===== src/rtl/video_timing_gen_if.sv =====
// ---------------------------------------------------------------------------
// video_timing_gen_if
//   Bundles the pixel-advance enable and all raster outputs of
//   video_timing_gen so they travel as one port.
//
//   Signals:
//     pix_en        pixel-advance enable (into the generator)
//     x, y          current raster position (10 bits each)
//     hsync, vsync  sync outputs, asserted level set by the generator
//     active        high inside the visible area
//     line_start    one-clock pulse when x becomes 0
//     frame_start   one-clock pulse when (x,y) becomes (0,0)
//     vblank_start  one-clock pulse when (x,y) becomes (0,V_ACTIVE)
//     frame_cnt     16-bit frame counter, only with VIDEO_TIMING_FRAME_CNT_EN
//
//   Modports:
//     master  the timing generator (drives raster outputs, reads pix_en)
//     slave   a consumer (drives pix_en, reads raster outputs)
// ---------------------------------------------------------------------------
interface video_timing_gen_if;
    logic        pix_en;
    logic [9:0]  x;
    logic [9:0]  y;
    logic        hsync;
    logic        vsync;
    logic        active;
    logic        line_start;
    logic        frame_start;
    logic        vblank_start;
`ifdef VIDEO_TIMING_FRAME_CNT_EN
    logic [15:0] frame_cnt;
`endif

    modport master (
        input  pix_en,
        output x,
        output y,
        output hsync,
        output vsync,
        output active,
        output line_start,
        output frame_start,
        output vblank_start
`ifdef VIDEO_TIMING_FRAME_CNT_EN
        ,
        output frame_cnt
`endif
    );

    modport slave (
        output pix_en,
        input  x,
        input  y,
        input  hsync,
        input  vsync,
        input  active,
        input  line_start,
        input  frame_start,
        input  vblank_start
`ifdef VIDEO_TIMING_FRAME_CNT_EN
        ,
        input  frame_cnt
`endif
    );
endinterface


===== src/rtl/video_timing_gen.sv =====
// ---------------------------------------------------------------------------
// video_timing_gen
//   Raster timing generator. A horizontal counter steps once per enabled
//   pixel clock and wraps at H_TOTAL-1; the vertical counter steps on each
//   horizontal wrap and wraps at V_TOTAL-1. Every output is a register that
//   is loaded from the *next* counter value, so x, y, syncs, active and the
//   strobes all describe the same pixel in the same cycle.
//
//   Ports:
//     clk    single clock, rising edge
//     reset  asynchronous active-low reset
//     vid    video_timing_gen_if.master (pix_en in, raster outputs out)
//
//   Parameters: H_ACTIVE/H_FP/H_SYNC/H_BP, V_ACTIVE/V_FP/V_SYNC/V_BP,
//   SYNC_POL (asserted level of hsync/vsync). Totals must not exceed 1024
//   and every porch/sync width must be at least 1.
//
//   Optional feature: define VIDEO_TIMING_FRAME_CNT_EN to add the 16-bit
//   vid.frame_cnt output, which increments in the cycle frame_start pulses.
// ---------------------------------------------------------------------------
module video_timing_gen #(
    parameter int   H_ACTIVE = 640,
    parameter int   H_FP     = 16,
    parameter int   H_SYNC   = 96,
    parameter int   H_BP     = 48,
    parameter int   V_ACTIVE = 480,
    parameter int   V_FP     = 10,
    parameter int   V_SYNC   = 2,
    parameter int   V_BP     = 33,
    parameter logic SYNC_POL = 1'b0
) (
    input  logic               clk,
    input  logic               reset,
    video_timing_gen_if.master vid
);

    localparam int H_TOTAL = H_ACTIVE + H_FP + H_SYNC + H_BP;
    localparam int V_TOTAL = V_ACTIVE + V_FP + V_SYNC + V_BP;

    localparam logic [9:0] H_LAST     = 10'(H_TOTAL - 1);
    localparam logic [9:0] V_LAST     = 10'(V_TOTAL - 1);
    localparam logic [9:0] H_VIS      = 10'(H_ACTIVE);
    localparam logic [9:0] V_VIS      = 10'(V_ACTIVE);
    localparam logic [9:0] HS_BEGIN   = 10'(H_ACTIVE + H_FP);
    localparam logic [9:0] HS_END     = 10'(H_ACTIVE + H_FP + H_SYNC);
    localparam logic [9:0] VS_BEGIN   = 10'(V_ACTIVE + V_FP);
    localparam logic [9:0] VS_END     = 10'(V_ACTIVE + V_FP + V_SYNC);

    // Half-open window test: lo <= pos < hi.
    function automatic logic in_window(
        input logic [9:0] pos,
        input logic [9:0] lo,
        input logic [9:0] hi
    );
        return (pos >= lo) && (pos < hi);
    endfunction

    // Sync level for a given "inside sync window" decision.
    function automatic logic sync_level(input logic asserted);
        return asserted ? SYNC_POL : ~SYNC_POL;
    endfunction

    logic [9:0] h_cnt_r;
    logic [9:0] v_cnt_r;
    logic [9:0] x_r;
    logic [9:0] y_r;
    logic       hsync_r;
    logic       vsync_r;
    logic       active_r;
    logic       line_start_r;
    logic       frame_start_r;
    logic       vblank_start_r;

    logic [9:0] h_nxt_s;
    logic [9:0] v_nxt_s;
    logic       hsync_nxt_s;
    logic       vsync_nxt_s;
    logic       active_nxt_s;
    logic       line_nxt_s;
    logic       frame_nxt_s;
    logic       vblank_nxt_s;

    // Next raster position: h wraps every line, v steps only on an h wrap.
    always_comb begin
        h_nxt_s = h_cnt_r;
        v_nxt_s = v_cnt_r;
        if (h_cnt_r == H_LAST) begin
            h_nxt_s = 10'd0;
            if (v_cnt_r == V_LAST) begin
                v_nxt_s = 10'd0;
            end else begin
                v_nxt_s = v_cnt_r + 10'd1;
            end
        end else begin
            h_nxt_s = h_cnt_r + 10'd1;
            v_nxt_s = v_cnt_r;
        end
    end

    // Decode the next position so the output registers load consistent values.
    always_comb begin
        hsync_nxt_s  = sync_level(in_window(h_nxt_s, HS_BEGIN, HS_END));
        vsync_nxt_s  = sync_level(in_window(v_nxt_s, VS_BEGIN, VS_END));
        active_nxt_s = (h_nxt_s < H_VIS) && (v_nxt_s < V_VIS);
        line_nxt_s   = (h_nxt_s == 10'd0);
        frame_nxt_s  = line_nxt_s && (v_nxt_s == 10'd0);
        vblank_nxt_s = line_nxt_s && (v_nxt_s == V_VIS);
    end

    // Counters and output registers; reset parks the counters on the last
    // pixel so the first enabled edge lands on (0,0) with frame_start.
    always_ff @(posedge clk or negedge reset) begin
        if (!reset) begin
            h_cnt_r        <= H_LAST;
            v_cnt_r        <= V_LAST;
            x_r            <= 10'd0;
            y_r            <= 10'd0;
            hsync_r        <= ~SYNC_POL;
            vsync_r        <= ~SYNC_POL;
            active_r       <= 1'b0;
            line_start_r   <= 1'b0;
            frame_start_r  <= 1'b0;
            vblank_start_r <= 1'b0;
        end else if (vid.pix_en) begin
            h_cnt_r        <= h_nxt_s;
            v_cnt_r        <= v_nxt_s;
            x_r            <= h_nxt_s;
            y_r            <= v_nxt_s;
            hsync_r        <= hsync_nxt_s;
            vsync_r        <= vsync_nxt_s;
            active_r       <= active_nxt_s;
            line_start_r   <= line_nxt_s;
            frame_start_r  <= frame_nxt_s;
            vblank_start_r <= vblank_nxt_s;
        end else begin
            // Position and levels hold; strobes last only for the update cycle.
            line_start_r   <= 1'b0;
            frame_start_r  <= 1'b0;
            vblank_start_r <= 1'b0;
        end
    end

    assign vid.x            = x_r;
    assign vid.y            = y_r;
    assign vid.hsync        = hsync_r;
    assign vid.vsync        = vsync_r;
    assign vid.active       = active_r;
    assign vid.line_start   = line_start_r;
    assign vid.frame_start  = frame_start_r;
    assign vid.vblank_start = vblank_start_r;

`ifdef VIDEO_TIMING_FRAME_CNT_EN
    logic [15:0] frame_cnt_r;

    // Frame counter steps on the same edge that raises frame_start, so the
    // first frame after reset already reads 1; wraps naturally at 16 bits.
    always_ff @(posedge clk or negedge reset) begin
        if (!reset) begin
            frame_cnt_r <= 16'd0;
        end else if (vid.pix_en && frame_nxt_s) begin
            frame_cnt_r <= frame_cnt_r + 16'd1;
        end else begin
            frame_cnt_r <= frame_cnt_r;
        end
    end

    assign vid.frame_cnt = frame_cnt_r;
`else
    // No frame counter in this build; frame_nxt_s only feeds frame_start.
`endif

endmodule


===== src/flat_wrapper.sv =====
// flat-port wrapper written by rule: the top's interface ports become plain ports
module video_timing_gen_flat 
#(
    parameter int   H_ACTIVE = 640,
    parameter int   H_FP     = 16,
    parameter int   H_SYNC   = 96,
    parameter int   H_BP     = 48,
    parameter int   V_ACTIVE = 480,
    parameter int   V_FP     = 10,
    parameter int   V_SYNC   = 2,
    parameter int   V_BP     = 33,
    parameter logic SYNC_POL = 1'b0
)
  (clk, reset, vid_pix_en, vid_x, vid_y, vid_hsync, vid_vsync, vid_active, vid_line_start, vid_frame_start, vid_vblank_start);
  video_timing_gen_if vid_i ();
  input  logic clk;
  input  logic reset;
  input wire logic [$bits(vid_i.pix_en)-1:0] vid_pix_en;
  output wire logic [$bits(vid_i.x)-1:0] vid_x;
  output wire logic [$bits(vid_i.y)-1:0] vid_y;
  output wire logic [$bits(vid_i.hsync)-1:0] vid_hsync;
  output wire logic [$bits(vid_i.vsync)-1:0] vid_vsync;
  output wire logic [$bits(vid_i.active)-1:0] vid_active;
  output wire logic [$bits(vid_i.line_start)-1:0] vid_line_start;
  output wire logic [$bits(vid_i.frame_start)-1:0] vid_frame_start;
  output wire logic [$bits(vid_i.vblank_start)-1:0] vid_vblank_start;
  assign vid_i.pix_en = vid_pix_en;
  assign vid_x = vid_i.x;
  assign vid_y = vid_i.y;
  assign vid_hsync = vid_i.hsync;
  assign vid_vsync = vid_i.vsync;
  assign vid_active = vid_i.active;
  assign vid_line_start = vid_i.line_start;
  assign vid_frame_start = vid_i.frame_start;
  assign vid_vblank_start = vid_i.vblank_start;
  video_timing_gen #(.H_ACTIVE(H_ACTIVE), .H_FP(H_FP), .H_SYNC(H_SYNC), .H_BP(H_BP), .V_ACTIVE(V_ACTIVE), .V_FP(V_FP), .V_SYNC(V_SYNC), .V_BP(V_BP), .SYNC_POL(SYNC_POL)) u_core (.clk(clk), .reset(reset), .vid(vid_i));
endmodule

===== config.mk =====
export PLATFORM = sky130hd
export DESIGN_NAME = video_timing_gen_flat
export DESIGN_NICKNAME = d
export VERILOG_FILES = /design/src/rtl/video_timing_gen_if.sv /design/src/rtl/video_timing_gen.sv /design/src/flat_wrapper.sv
export SDC_FILE = /design/constraint.sdc
export NUM_CORES = 1
export LEC_CHECK = 0
export BUFFER_PORTS_ARGS = -buffer_cell sky130_fd_sc_hd__clkbuf_2
export CORE_ASPECT_RATIO = 1.4
export CORE_UTILIZATION = 35
export DETAILED_ROUTE_END_ITERATION = 8
export GPL_TIMING_DRIVEN = 1
export SYNTH_ARGS = -nofsm -noshare
export SYNTH_HDL_FRONTEND = slang
export SYNTH_SLANG_ARGS = --single-unit

===== constraint.sdc =====
create_clock -name clk -period 6 [get_ports clk]
set_clock_uncertainty 0.15 [all_clocks]
set_input_delay 0.3 -clock clk [delete_from_list [all_inputs] [get_ports clk]]
set_output_delay 0.3 -clock clk [all_outputs]
set_load 0.01 [all_outputs]

# == Yosys cells after proc, flatten, opt, wreduce, memory -nomap -nowiden ==
# Index checks and enable logic that the tools add are counted.
# word_totals
ff_bits,46
out_inout_bits,26
in_bits,3
wordCells,36
# op_classes
addsub,2
n_eq_ne,3
order_cmp,6
n_reduce_logical,7
muxes,8
# op_table
op,count
two-way mux 10 bit,3
adder 10 x 1 -> 10 bit (second input constant),2
equality test 10 bit (second input constant),2
logical NOT 10 bit,2
less-than comparator 10 bit (second input constant),2
less-than comparator 10 x 9 -> 1 bit (second input constant),2
equality test 10 x 9 -> 1 bit (second input constant),1
>= comparator 10 bit (second input constant),1
>= comparator 10 x 9 -> 1 bit (second input constant),1
logical AND 1 bit,5
two-way mux 1 bit,5

# == Depth between registers and ports, before layout ==
# Gate-level depths: netlist (run 1).
# depth
depth_word,6
depth_mapped,8
depth_no_buf,8

# == Worst setup path before layout (run 1) ==
# No wires, ideal clock.
# synth_timing
path_kind,flip-flop to flip-flop
start,register u_core.h_cnt_r[0]
end,register u_core.y_r[2] (netlist: u_core.vid.y[2])
required_ns,5.725
path_slack_ns,3.616
path_buffers,1
stages_incl_launch_ff,8
synth_period_minus_slack_ns,2.384
arrival_time_ns,2.109
setup_ns,0.125
path_cell_list,dfstp_2 ha_1 nand3_1 or3_4 buf_6 o21ai_0 o31ai_1 mux2_2
# synth_between
elab_chain_cells,2
# synth_rtl
item,line,rtl
start: declaration,video_timing_gen.sv:63,logic [9:0] h_cnt_r;
start signal: assignment,video_timing_gen.sv:125,h_cnt_r <= h_nxt_s;
equality test 10 bit,video_timing_gen.sv:87,if (h_cnt_r == H_LAST) begin
two-way mux 10 bit,video_timing_gen.sv:87,
end signal: assignment,video_timing_gen.sv:128,y_r <= v_nxt_s;
end: declaration,video_timing_gen.sv:66,logic [9:0] y_r;
# Every way passes these cells.
# A chain may end at the register's enable or synchronous reset.

# == Final worst setup path (run 1) ==
# layout_timing
start,register u_core.h_cnt_r[0]
end,register u_core.vblank_start_r (netlist: u_core.vid.vblank_start)
# layout_between
elab_chain_cells,5
word_cells_on_any_way,8
cone_classes,add/sub: 1; eq/ne: 2; mux: 3; reduce/logical: 2
# layout_rtl
item,line,rtl
adder 10 x 1 -> 10 bit or equality test 10 bit (tied branches),"video_timing_gen.sv:95, video_timing_gen.sv:87",
two-way mux 10 bit,video_timing_gen.sv:87,
logical NOT 10 bit or equality test 10 x 9 -> 1 bit (tied branches),"video_timing_gen.sv:105, video_timing_gen.sv:107",
logical AND 1 bit *,video_timing_gen.sv:107,vblank_nxt_s = line_nxt_s && (v_nxt_s == V_VIS);
two-way mux 1 bit *,video_timing_gen.sv:124,end else if (vid.pix_en) begin
end signal: assignment,video_timing_gen.sv:134,vblank_start_r <= vblank_nxt_s;
end: declaration,video_timing_gen.sv:72,logic vblank_start_r;
# Every way passes the cells marked *; elsewhere a longest branch is shown, timed or not.

==> flow_summary.json, run 1 <==
{
  "insertion_delay_ps": 290,
  "cp-start-kind": "flip-flop",
  "slowest_delay_ps": 670,
  "fillers": 669,
  "path_max_fanout": 12,
  "drive_gt1_share_pct": 23.2,
  "max_freq_mhz": 338,
  "rsz0062_at_grt": "false",
  "detail-route-antenna-nets": 0,
  "yosysWarnings": 0,
  "route.detailed.drc": 0,
  "synth.avg_cell_area_um2": 9.12,
  "wl_per_cell_um": 16.5,
  "gp_congestion": 0.855,
  "grt_use_total_pct": 16.7,
  "required_ps": 6050,
  "die_y_um": 99.2,
  "synth_area_leaders": "dfrtp_1, dfstp_2, xnor2_1",
  "leakagePower_nw": 0.992,
  "yosysTopAreaCell": "dfrtp_1",
  "io_buffers": 28,
  "die-area_mm2": 0.00709,
  "antenna_found_initial": 0,
  "regArea_um2": 916,
  "syn_inst": 259,
  "dp_hpwl_mm": 4.08,
  "cts_tree": "yes",
  "regToRegStartpoint": "u_core.h_cnt_r[0]$_DFFE_PN1P_",
  "grt_overflow_total": 0,
  "vdd_drop_max_mv": 0.102,
  "ctsHoldBuffers": 0,
  "syn-num-nets": 266,
  "diodes": 0,
  "end_kind": "flip-flop",
  "totalWireLength_mm": 5.62,
  "final-instance-count-excl-fill": 341,
  "worst_slew_pin_slew_ps": 909,
  "p_total_mw": 0.751,
  "die_x_um": 71.4,
  "multi_input_area_mm2": 0.00123,
  "clockBufferDepth": 2,
  "path_delay_family": "simple AND/OR/NAND/NOR gates",
  "io_pins": 29,
  "synth_top_cell_area_share_pct": 25.4,
  "tns_ps": 0,
  "rows": 35,
  "min_period_over_period_pct": 49.3,
  "grt_pass1_vias": 1858,
  "synth_edf_count": 0,
  "hold_path.class": "input port to async pin",
  "worst-endpoint-arrival_ps": 3010,
  "synthesis.area_mm2": 0.00236,
  "cp_slowest_cell": "nor3_2",
  "yosys.cell_count.top_type": "dfrtp_1",
  "synth_common_cells": "dfrtp_1, nor2_1, o21ai_0",
  "critical_path_class": "flip-flop to flip-flop",
  "clkSinkCount": 36,
  "clockRootBuffer": "clkbuf_8",
  "htreeDepth": 2,
  "area.growth.synth_to_final_pct": 7.36,
  "start_util_pct": 36.0,
  "grt_max_degree": 37,
  "synth_seq_area_share_pct": 38.8,
  "clk_pin_slew_ps": 80,
  "outcome": "finished with violations",
  "crit_start": "u_core.h_cnt_r[0]$_DFFE_PN1P_",
  "violations": "hold timing",
  "dr.pass1.iters": 4,
  "grt_pass1_wl_mm": 9.27,
  "cts_resized": 0,
  "ys_seq_elements": 36,
  "post-cts-setup-buffers": 0,
  "viasPerCell": 5.81,
  "layout.nets": 273,
  "finalCriticalPeriod_ps": 2960,
  "cp_num_buf_inv": 0,
  "setup_viol": 0,
  "p_per_area_mw_per_mm2": 296,
  "hold_viol": 17,
  "async_reset_ff_share_pct": 100,
  "maxCapViolCount": 0,
  "slew_viol_final": 0,
  "hold_slack_ps": -25.3,
  "crit_chain": "ha_1 > nand3_1 > nor3_2 > o221ai_1 > nor4_2 > o21ai_1 > nor3_1",
  "yosysUniqueCellTypes": 64,
  "dr.first_iter.drc_count": 171,
  "synth_ff_type": "dfrtp_1",
  "coreArea_mm2": 0.00657,
  "numCtsBuffers": 5,
  "dp_cells": 333,
  "dr_total_vias": 1982,
  "maxSlewHeadroom_pct": 39.4
}
path summary, 6_finish.rpt:
kind	end	slack, ps	cells after the start
hold / removal	u_core.vid.x[2]$_DFFE_PN0P_	-30	1
setup / recovery	u_core.vid.vblank_start$_DFF_PN0_	3040	7
min in group clk	u_core.vid.x[9]$_DFFE_PN0P_	340	1
max in group asynchronous	u_core.vid.y[1]$_DFFE_PN0P_	5150	1
hold reg to reg	u_core.vid.x[9]$_DFFE_PN0P_	340	1
setup reg to reg	u_core.vid.vblank_start$_DFF_PN0_	3040	7
routing by layer:
metal / GRT usage (%) / wire, um / up-vias
li1: - / - / 958
met1: 19.6 / 2350 / 950
met2: 28.9 / 2930 / 59
met3: 2.84 / 176 / 15
met4: 8.92 / 162 / 0
met5: 0 / 0 / -
kinds of logic (layout without fill, tap and decap cells):
kind of cell             count (synthesis)  after routing  synth area share (%)
buffers and inverters                   39             47                  8.95
XOR/XNOR                                14             14                  5.19
multiplexers                             5              5                  2.33
flip-flops                              36             36                  38.8
AO/OA/AOI/OAI                           64             64                  18.9
AND/OR/NAND/NOR                         97             97                  23.8
adder cells (fa/ha/maj)                  4              4                  2.12
stage by stage:
stage	utilization (%)	hold WS, ps	worst slack (ps)	instance area [um^2]
after global routing	38.6	40.0	2780	2540
after detailed placement	36.9	326	3060	2420
final	38.6	-25.3	3040	2540
after global placement	36.9	330	3180	2420
after floorplan	-	-146	3620	2360
after CTS	38.6	19.2	3020	2540
power by group:
part | internal [mW] | total [mW] | switching, mW
logic | 0.0828 | 0.176 | 0.0937
clock network | 0.123 | 0.215 | 0.0916
registers | 0.291 | 0.360 | 0.0693
registers in the layout (all words and copies together) (netlist names):
name and count:
u_core.vid.y 10, u_core.h_cnt_r 7, u_core.v_cnt_r 3, u_core.vid.frame_start 1
u_core.vid.vsync 1, u_core.vid.x 10, u_core.vid.line_start 1, u_core.vid.hsync 1
u_core.vid.active 1, u_core.vid.vblank_start 1
area by class of cell:
type                    instances  area share (%)
clock buffers                   5            2.71
repair buffers                 28            5.53
inverters                      11            1.63
clock inverters                 3            1.68
flip-flops and latches         36            36.1
well taps                      74            3.65
multi-input cells             184            48.7
cells in the final DEF, fill, tap and decap left out, types with 2 or more instances in the layout:
cell type,synthesis,final
nand2_1,12,12
a22o_1,2,2
nand4_1,6,6
or3_1,3,3
or4_1,3,3
a32oi_1,2,2
nor3_4,2,2
clkbuf_2,0,28
nor3b_1,2,2
o21a_1,2,2
xor2_1,2,2
a21oi_1,5,5
nand2b_1,3,3
and2_1,3,3
ha_1,4,4
nand3_1,12,12
and4_1,3,3
xnor2_1,12,12
o31ai_1,7,7
o211ai_1,2,2
and3_1,2,2
o22ai_1,4,4
dfrtp_1,24,24
o21ai_0,15,15
nand3b_1,2,2
clkbuf_8,0,5
mux2_2,4,4
dfstp_2,12,12
nor2b_1,3,3
nor2_1,21,21
inv_1,10,10
a31oi_1,8,8
nor3_1,11,11
worst register-to-register path, delay by kind of cell, from the launching register on:
family,cells,cell delay (ps)
adders and majority gates,1,310
DFF,1,620
and+or+nand+nor,4,1400
AOI/OAI and AO/OA,2,400
No activity file was read; power rests on OpenSTA's default activity.
==> run 2, diff against run 1 <==
- ABC_AREA: not set -> 1
- clock period: 6 -> 2.9 ns (I/O delays scaled with it)
==> run 2 against run 1 <==
Compared with the run above: the flow now finishes without violations; utilization rose by 1.7 points; non-clock buffer count rose by 2; sequential power rose by 120%; register-to-register slack got worse by 2400 ps; routed wire length fell by 1.5%; critical path depth rose by 4; global-route usage rose by 1.0 points; first-iteration DRC count fell by 15%; sequential share of layout area rose by 0.49 points; worst setup slack got worse by 2400 ps; clock power rose by 100%; critical path type unchanged; highest routed layer unchanged.
==> flow_summary.json, run 2 <==
{
  "yosysUniqueCellTypes": 30,
  "numCtsBuffers": 5,
  "area.growth.synth_to_final_pct": 10.5,
  "switching_share_pct": 37.1,
  "clockRootBuffer": "clkbuf_8",
  "critPathMostFrequentCell": "nor2_1",
  "post-cts-setup-buffers": 0,
  "p_per_area_mw_per_mm2": 677,
  "die-area_mm2": 0.00680,
  "crit_chain": "ha_1 > nand3_2 > nor2_2 > nand2_2 > nand2_1 > nand3b_1 > nor2_1 > nand2_1 > nor2_1 > nand3_1 > nor2_1",
  "clkSinkCount": 36,
  "die_y_um": 97.2,
  "comb_power_share_pct": 28.6,
  "worst_slew_pin_slew_ps": 901,
  "grt_pass1_vias": 2092,
  "rsz0062_at_grt": "false",
  "synth_ff_type": "dfrtp_1",
  "grt_max_degree": 37,
  "detail-route-antenna-nets": 0,
  "internal-power_mw": 1.07,
  "coreArea_mm2": 0.00621,
  "io_buffers": 28,
  "rows": 34,
  "vdd_drop_max_mv": 0.376,
  "tns_ps": 0,
  "clockBufferDepth": 2,
  "max_freq_mhz": 439,
  "die_x_um": 70.0,
  "start_util_pct": 36.5,
  "synthesis.area_mm2": 0.00226,
  "dr.pass1.iters": 4,
  "antenna_found_initial": 0,
  "grt_pass1_wl_mm": 9.60,
  "route.detailed.drc": 0,
  "final_cell_mix": "nand2_1, nor2_1, inv_1, clkbuf_2, nand3_1",
  "synth_top_cell_area_share_pct": 26.5,
  "synth_common_cells": "nand2_1, nor2_1, inv_1",
  "final_common_cell": "nand2_1",
  "insertion_delay_ps": 290,
  "utilization_pct": 40.3,
  "viasPerCell": 5.10,
  "dp_hpwl_mm": 4.14,
  "diodes": 0,
  "async_reset_ff_share_pct": 100,
  "wl_per_cell_um": 13.4,
  "yosysWarnings": 0,
  "grt_use_total_pct": 17.8,
  "hold_viol": 0,
  "seqPwrFrac_pct": 45.7,
  "dr.first_iter.drc_count": 145,
  "worst-endpoint-arrival_ps": 2340,
  "syn-num-nets": 328,
  "grt_overflow_total": 0,
  "synth.avg_cell_area_um2": 7.06,
  "setup_viol": 0,
  "io_pins": 29,
  "end_kind": "flip-flop",
  "gp_congestion": 0.894,
  "synth_edf_count": 0,
  "slew_viol_final": 0,
  "synth_seq_area_share_pct": 40.4,
  "totalWireLength_mm": 5.53,
  "critical_path_class": "flip-flop to flip-flop",
  "cp_slowest_cell": "dfstp_2",
  "drive_gt1_share_pct": 18.8,
  "cts_tree": "yes",
  "yosys.cell_count.top_type": "nand2_1",
  "dr_total_vias": 2108,
  "htreeDepth": 2,
  "outcome": "complete, no violations",
  "required_ps": 2960,
  "hold_path.class": "input port to flip-flop",
  "path_max_fanout": 8,
  "cp-start-kind": "flip-flop",
  "synth_area_leaders": "dfrtp_1, nand2_1, dfstp_2",
  "finalCriticalPeriod_ps": 2280,
  "slowest_delay_ps": 610,
  "maxCapViolCount": 0,
  "maxSlewHeadroom_pct": 39.9,
  "clk_pin_slew_ps": 80,
  "leakagePower_nw": 1.28,
  "p_total_mw": 1.69,
  "syn_inst": 321,
  "layout.nets": 347,
  "ys_seq_elements": 36,
  "power.switching_mw": 0.629,
  "pwr-share-clk_pct": 25.7,
  "yosysTopAreaCell": "dfrtp_1",
  "min_period_over_period_pct": 78.6
}
## run 2: cell types whose count changed in the layout (fill, tap and decap cells not counted), moves of 4 or more
cell	previous run	this run
inv_1	10	33
nor2_1	21	35
nor3_1	11	6
o22ai_1	4	0
xnor2_1	12	0
mux2_2	4	0
a31oi_1	8	0
nand3_1	12	26
o31ai_1	7	0
nand4_1	6	11
nand2_1	12	107
## run 2: final timing paths
kind | depth (start not counted) | startpoint | end | slack, ps
worst max-delay path | 11 | u_core.h_cnt_r[0]$_DFFE_PN1P_ | u_core.vid.frame_start$_DFF_PN0_ | 620
worst min-delay path | 2 | vid_pix_en | u_core.h_cnt_r[9]$_DFFE_PN1P_ | 260
worst max register to register | 11 | u_core.h_cnt_r[0]$_DFFE_PN1P_ | u_core.vid.frame_start$_DFF_PN0_ | 620
worst min register to register | 2 | u_core.vid.x[1]$_DFFE_PN0P_ | u_core.vid.x[1]$_DFFE_PN0P_ | 330
max in group asynchronous | 2 | reset | u_core.vid.y[0]$_DFFE_PN0P_ | 1680
min in group asynchronous | 2 | reset | u_core.vid.x[3]$_DFFE_PN0P_ | 360
## run 2: logic make-up after synthesis
family	count (synthesis)	synth area share [%]
compound gates	26	6.13
xor+xnor	2	0.774
fa+ha+maj	4	2.21
buf+inv	53	11.2
flops	36	40.4
simple gates	200	39.3
## run 2: per-stage QoR
stage / instance area (um^2) / instances / hold slack (ps) / setup WS (ps)
floorplan: 2260 / 321 / -301 / 915
global placement: 2380 / 404 / 163 / 688
detailed placement: 2380 / 404 / 173 / 635
CTS: 2500 / 413 / 267 / 615
global route: 2500 / 413 / 328 / 329
finish: 2500 / 413 / 261 / 621
## run 2: layout make-up
type	count	area, um^2
inverters	35	131
well taps	72	90.1
clock buffers	5	68.8
repair buffers	30	158
clock inverters	3	42.5
fillers	679	3710
multi-input cells	232	1100
flip-flops and latches	36	916
## run 2: power groups by stage
stage	registers, mW	clock network (mW)	logic [mW]
2_1_floorplan	0.748	0	0.395
3_3_place_gp	0.784	0	0.485
3_5_place_dp	0.782	0	0.487
4_1_cts	0.775	0.451	0.491
5_1_grt	0.794	0.468	0.565
6_report	0.775	0.435	0.485
## run 2: layer usage
| layer | track usage, % | wire length, um |
|---|---|---|
| met5 | 0 | 0 |
| met4 | 12.3 | 253 |
| met3 | 3.22 | 206 |
| met2 | 31.4 | 2870 |
| met1 | 18.7 | 2200 |
## run 2: worst max-delay path: cells and delay by family (launching register included)
family        cells  cell delay, ps
flops             1             610
fa+ha+maj         1             260
simple gates     10            1180
## run 2: timing repair
| item | 4_1_cts | 5_1_grt |
|---|---|---|
| hold endpoints to repair | 24 | 0 |
| resized for setup | 0 | 0 |
| hold buffers | 1 | 0 |
